`config.mk`:
```
export PLATFORM = sky130hd
export DESIGN_NAME = credit_flit_sender
export DESIGN_NICKNAME = d
export VERILOG_FILES = /design/src/rtl/noc_link_pkg.sv /design/src/rtl/credit_counter.sv /design/src/rtl/credit_flit_sender.sv
export SDC_FILE = /design/constraint.sdc
export NUM_CORES = 1
export LEC_CHECK = 0
export CAP_MARGIN = 20
export CELL_PAD_IN_SITES_DETAIL_PLACEMENT = 1
export CELL_PAD_IN_SITES_GLOBAL_PLACEMENT = 1
export CORE_MARGIN = 2
export CORE_UTILIZATION = 35
export CTS_CLUSTER_DIAMETER = 30
export DETAILED_ROUTE_END_ITERATION = 8
export DONT_BUFFER_PORTS = 1
export PLACE_DENSITY_LB_ADDON = 0.1
export SYNTH_ARGS = -nofsm -noshare
export SYNTH_HDL_FRONTEND = slang
export SYNTH_SLANG_ARGS = --single-unit
```
`constraint.sdc`:
```
create_clock -name clk -period 2.71 [get_ports clk]
set_input_delay 0.542 -clock clk [delete_from_list [all_inputs] [get_ports clk]]
set_output_delay 0.542 -clock clk [all_outputs]
set_load 0.1 [all_outputs]
```
`src/rtl/noc_link_pkg.sv`:
```
// noc_link_pkg: flit/VC-state types and width helpers for the credit-based link
package noc_link_pkg;

    typedef enum logic [1:0] {HEAD, BODY, TAIL, HEADTAIL} flit_type_t;
    typedef enum logic {IDLE, ACTIVE} vc_state_t;

    localparam int DEFAULT_BUFFER_SIZE = 8;

    function automatic int credit_width(input int depth);
        return $clog2(depth + 1);
    endfunction

    function automatic int vc_width(input int n);
        return n > 1 ? $clog2(n) : 1;
    endfunction

endpackage

```
`src/rtl/credit_counter.sv`:
```
// credit_counter: one VC's credit count, saturating at BUFFER_SIZE with an overflow flag
module credit_counter
    import noc_link_pkg::*;
#(
    parameter int BUFFER_SIZE = DEFAULT_BUFFER_SIZE,
    localparam int CW = credit_width(BUFFER_SIZE)
) (
    input  logic          clk,
    input  logic          rst,
    input  logic          send,
    input  logic          credit,
    output logic [CW-1:0] count,
    output logic          overflow
);

    localparam logic [CW-1:0] FULL = CW'(BUFFER_SIZE);

    logic [CW-1:0] count_next;

    always_comb begin
        overflow   = credit & ~send & (count == FULL);
        count_next = (send & ~credit) ? count - CW'(1) :
                     (~send & credit & ~overflow) ? count + CW'(1) : count;
    end

    always_ff @(posedge clk or negedge rst)
        if (!rst) count <= FULL;
        else      count <= count_next;

endmodule

```
`src/rtl/credit_flit_sender.sv`:
```
// credit_flit_sender: per-VC credit tracking and packet-order check, registered flit forward.
// CREDIT_BYPASS_EN lets a same-cycle returning credit enable a send at zero credits.
module credit_flit_sender
    import noc_link_pkg::*;
#(
    parameter int BUFFER_SIZE = 8,
    parameter int FLIT_SIZE   = 8,
    parameter int VC_NUM      = 2,
    localparam int VC_SIZE    = vc_width(VC_NUM),
    localparam int CW         = credit_width(BUFFER_SIZE)
) (
    input  logic                 clk,
    input  logic                 rst,
    input  logic [FLIT_SIZE-1:0] data_i,
    input  logic [1:0]           flit_type_i,
    input  logic [VC_SIZE-1:0]   vc_i,
    input  logic                 valid_i,
    output logic                 ready_o,
    input  logic [VC_NUM-1:0]    credit_i,
    output logic [FLIT_SIZE-1:0] data_o,
    output logic [1:0]           flit_type_o,
    output logic [VC_SIZE-1:0]   vc_o,
    output logic                 valid_o,
    output logic [VC_NUM-1:0]    vc_idle_o,
    output logic                 error_o
);

    logic [CW-1:0]     credit [VC_NUM];
    logic [VC_NUM-1:0] send, overflow;
    vc_state_t         state [VC_NUM], state_next [VC_NUM];
    flit_type_t        ft;
    logic              legal, accept, fwd;

    always_comb begin
        ft     = flit_type_t'(flit_type_i);
        legal  = (state[vc_i] == IDLE) ? (ft == HEAD || ft == HEADTAIL) : (ft == BODY || ft == TAIL);
`ifdef CREDIT_BYPASS_EN
        ready_o = (credit[vc_i] != '0) | credit_i[vc_i];
`else
        ready_o = credit[vc_i] != '0;
`endif
        accept = valid_i & ready_o;
        fwd    = accept & legal;
        for (int i = 0; i < VC_NUM; i++) send[i] = fwd && (vc_i == VC_SIZE'(i));
    end

    for (genvar v = 0; v < VC_NUM; v++) begin : g_cc
        credit_counter #(.BUFFER_SIZE(BUFFER_SIZE)) u_cc (
            .clk     (clk),
            .rst     (rst),
            .send    (send[v]),
            .credit  (credit_i[v]),
            .count   (credit[v]),
            .overflow(overflow[v])
        );
    end

    always_ff @(posedge clk or negedge rst)
        if (!rst) for (int i = 0; i < VC_NUM; i++) state[i] <= IDLE;
        else      for (int i = 0; i < VC_NUM; i++) state[i] <= state_next[i];

    // only legal flits reach send, so HEAD always opens and TAIL always closes
    always_comb
        for (int i = 0; i < VC_NUM; i++)
            state_next[i] = !send[i] ? state[i] : (ft == HEAD) ? ACTIVE : (ft == TAIL) ? IDLE : state[i];

    always_comb
        for (int i = 0; i < VC_NUM; i++) vc_idle_o[i] = state[i] == IDLE;

    always_ff @(posedge clk or negedge rst)
        if (!rst) begin
            valid_o     <= 1'b0;
            data_o      <= '0;
            flit_type_o <= '0;
            vc_o        <= '0;
            error_o     <= 1'b0;
        end else begin
            valid_o <= fwd;
            if (fwd) begin
                data_o      <= data_i;
                flit_type_o <= flit_type_i;
                vc_o        <= vc_i;
            end
            error_o <= error_o | (accept & ~legal) | (|overflow);
        end

endmodule

```
==> results of run 1 <==
worst max path at each step:
stage,startpoint,to,slack [ns]
6_report,flit_type_i[0],g_cc[1].u_cc.count[1]$_DFFE_PN0P_,0.36
5_1_grt,flit_type_i[0],g_cc[1].u_cc.count[1]$_DFFE_PN0P_,0.22
4_1_cts,flit_type_i[0],g_cc[1].u_cc.count[1]$_DFFE_PN0P_,0.34
3_5_place_dp,flit_type_i[0],g_cc[1].u_cc.count[1]$_DFFE_PN0P_,0.06
3_3_place_gp,flit_type_i[0],g_cc[1].u_cc.count[1]$_DFFE_PN0P_,0.14
2_1_floorplan,flit_type_i[0],g_cc[0].u_cc.count[2]$_DFFE_PN0P_,0.12
cells by family (layout without fill, tap and decap cells):
| logic type | after synthesis | after routing | share of synthesized area, % |
|---|---|---|---|
| buf+inv | 12 | 20 | 4.65 |
| simple gates | 34 | 34 | 14.3 |
| xor+xnor | 3 | 3 | 1.99 |
| compound gates | 26 | 26 | 16.4 |
| mux | 18 | 18 | 14.9 |
| fa+ha+maj | 4 | 4 | 3.80 |
| flops | 23 | 23 | 43.9 |
synthesized netlist by cell type, types with 2 or more instances:
| library cell | count |
|---|---|
| dfrtp_1 | 21 |
| mux2_2 | 13 |
| inv_1 | 8 |
| nand2_1 | 7 |
| nor2_1 | 7 |
| nor3_1 | 7 |
| mux2i_1 | 5 |
| ha_1 | 4 |
| a21oi_1 | 3 |
| a22o_1 | 3 |
| xor2_1 | 3 |
| buf_6 | 2 |
| dfstp_2 | 2 |
| nand3_1 | 2 |
| nor4_1 | 2 |
| o211ai_1 | 2 |
| or4b_1 | 2 |
area by class of cell:
class / instances / area, um^2
repair buffers: 8 / 82.6
inverters: 8 / 30.0
fillers: 430 / 2150
clock buffers: 3 / 41.3
clock inverters: 1 / 5.00
multi-input cells: 85 / 691
well taps: 48 / 60.1
flip-flops and latches: 23 / 578
what timing repair did:
item                                   in CTS  in global routing
resized for setup                           0                  0
endpoints found under the hold margin      21                  0
hold buffers                                1                  0
stage by stage:
step	setup slack, ns	hold WS [ns]	util [%]	area (um^2)	std cells
2_1_floorplan	0.122	0.246	-	1320	120
3_5_place_dp	0.0552	0.247	38.6	1400	170
6_report	0.360	0.103	40.9	1490	176
4_1_cts	0.342	0.0909	40.2	1460	175
3_3_place_gp	0.139	0.247	38.6	1400	170
5_1_grt	0.217	0.0871	40.9	1490	176
flip-flops by register name (all words and copies together), names as in the netlist:
register and cells:
valid_o 1, state 2, flit_type_o 2, data_o 8, g_cc.u_cc.count 8, vc_o 1
error_o 1
per-layer routing:
metal	share of wire (%)	up-vias	routed length (um)
li1	-	461	-
met1	40	479	1170
met2	53	17	1550
met3	5.0	5	146
met4	1.8	0	54
met5	0	-	0
==> reports/results.txt, run 1 <==
vias after detailed routing -> 962
number of max-cap violations -> 0
most frequent cells in the layout -> dfrtp_1 (21), mux2_2 (13), inv_1 (8)
Worst Clk Skew -> 0.00539 ns
HPWL after DPL -> 2270 um
Crit-path slowest cell -> nor4_1
busiest metal layer after global routing -> met2
Initial Util -> 36.3%
detailed-router iteration count before antenna repair -> 4
top cell type's share of synthesized area -> 39.9%
Crit path depth -> 10
Clock Path Buffers -> 2
vias in the first global route -> 1047
wire per inst -> 16.6 um
Nets -> 149
DRT iter0 DRCs -> 14
CTS tree -> done
die area -> 4270 um^2
number of enable flip-flop cells after synthesis -> 0
CP Data Arrival Time -> 2.50 ns
Total GRT Usage -> 15.2%
syn_nets -> 140
Worst path max stage delay -> 0.47 ns
CP max FO -> 4
Top delay family on crit path -> adder cells
post-synthesis cell count -> 120
commonest non-fill, non-tap cell in the layout -> dfrtp_1
core region area -> 3630 um^2
Worst Tran Pin Value -> 0.918 ns
ys flop type -> dfrtp_1
Final min period -> 2.35 ns
met1 Resource Use GR -> 17.2%
Crit Path Class -> in2reg
met2 Resource Use GR -> 26.4%
Setup TNS -> 0 ns
pin count of the biggest net entering global routing -> 22
postcts setup bufs -> 0
register-to-register setup slack -> 0.47 ns
R2R depth -> 9
syn_area_per_cell -> 11.0 um^2
Critical R2R Capture -> g_cc[1].u_cc.count[1]$_DFFE_PN0P_
Die Y -> 65.4 um
drt via density -> 5.47
Final period util -> 86.7%
Synth cell types -> 44
Max-slew headroom -> 38.8%
ant diodes -> 0
Area contributors post-synth -> dfrtp_1 (40%), mux2_2 (11%), dfstp_2 (4.0%)
H-tree levels -> 1
grt ovf -> 0
site row count -> 22
startpoint types -> primary input
Hold Path Class -> in2async
Final Hold Viols -> 0
I/O pins -> 32
die width -> 65.4 um
Critical R2R Launch -> g_cc[1].u_cc.count[3]$_DFFE_PN1P_
Synth area leader -> dfrtp_1
area growth from synthesis to layout -> 12.9%
Seq cells post-synth -> 23
global routing usage on met3 -> 4.11%
TritonCTS sink count -> 23
worst skew pair latency -> 0.27 ns
Mapped Area -> 1320 um^2
status -> completed
crit-path cells -> inv_1, ha_1, xor2_1, nor4_1, inv_1, mux2i_1, ha_1, mux2_2, nand2_1, o211ai_1
Placer Congestion -> 0.732
sequential area share after synthesis -> 43.9%
nature of the critical path endpoint -> register
drt drc -> 0
Inserted Clock Buffers -> 3
buffer and inverter count on the worst path -> 2
initial antenna violation count -> 0
layout cell share with drive strength beyond 1 -> 26.6%
Buffers on Ports -> 0
yosys warns -> 0
Slew Limit Fails -> 0
Final setup viols -> 0
unrepaired setup endpoints after global routing -> false
Max Fclk -> 426 MHz
ANT nets after route -> 0
clk root buf -> clkbuf_8
Worst Path Required -> 2.86 ns
first-pass GRT wire length -> 4890 um
Routed WL -> 2920 um
Synth async-reset ratio -> 100%
clock-pin transition on the worst setup and hold timing paths -> 0.08 ns
Power of run 1 is not shown: default switching activity piles up to over one toggle a cycle in this logic, so the estimate is an artifact.
==> inputs of run 2 (changes only) <==
GPL_ROUTABILITY_DRIVEN = 0   (was default)
TNS_END_PERCENT = 100   (was default)
==> results of run 2 <==
The final DEF is identical to that of run 1; final timing and power are the same.
Power of run 2 is left out for the same reason.
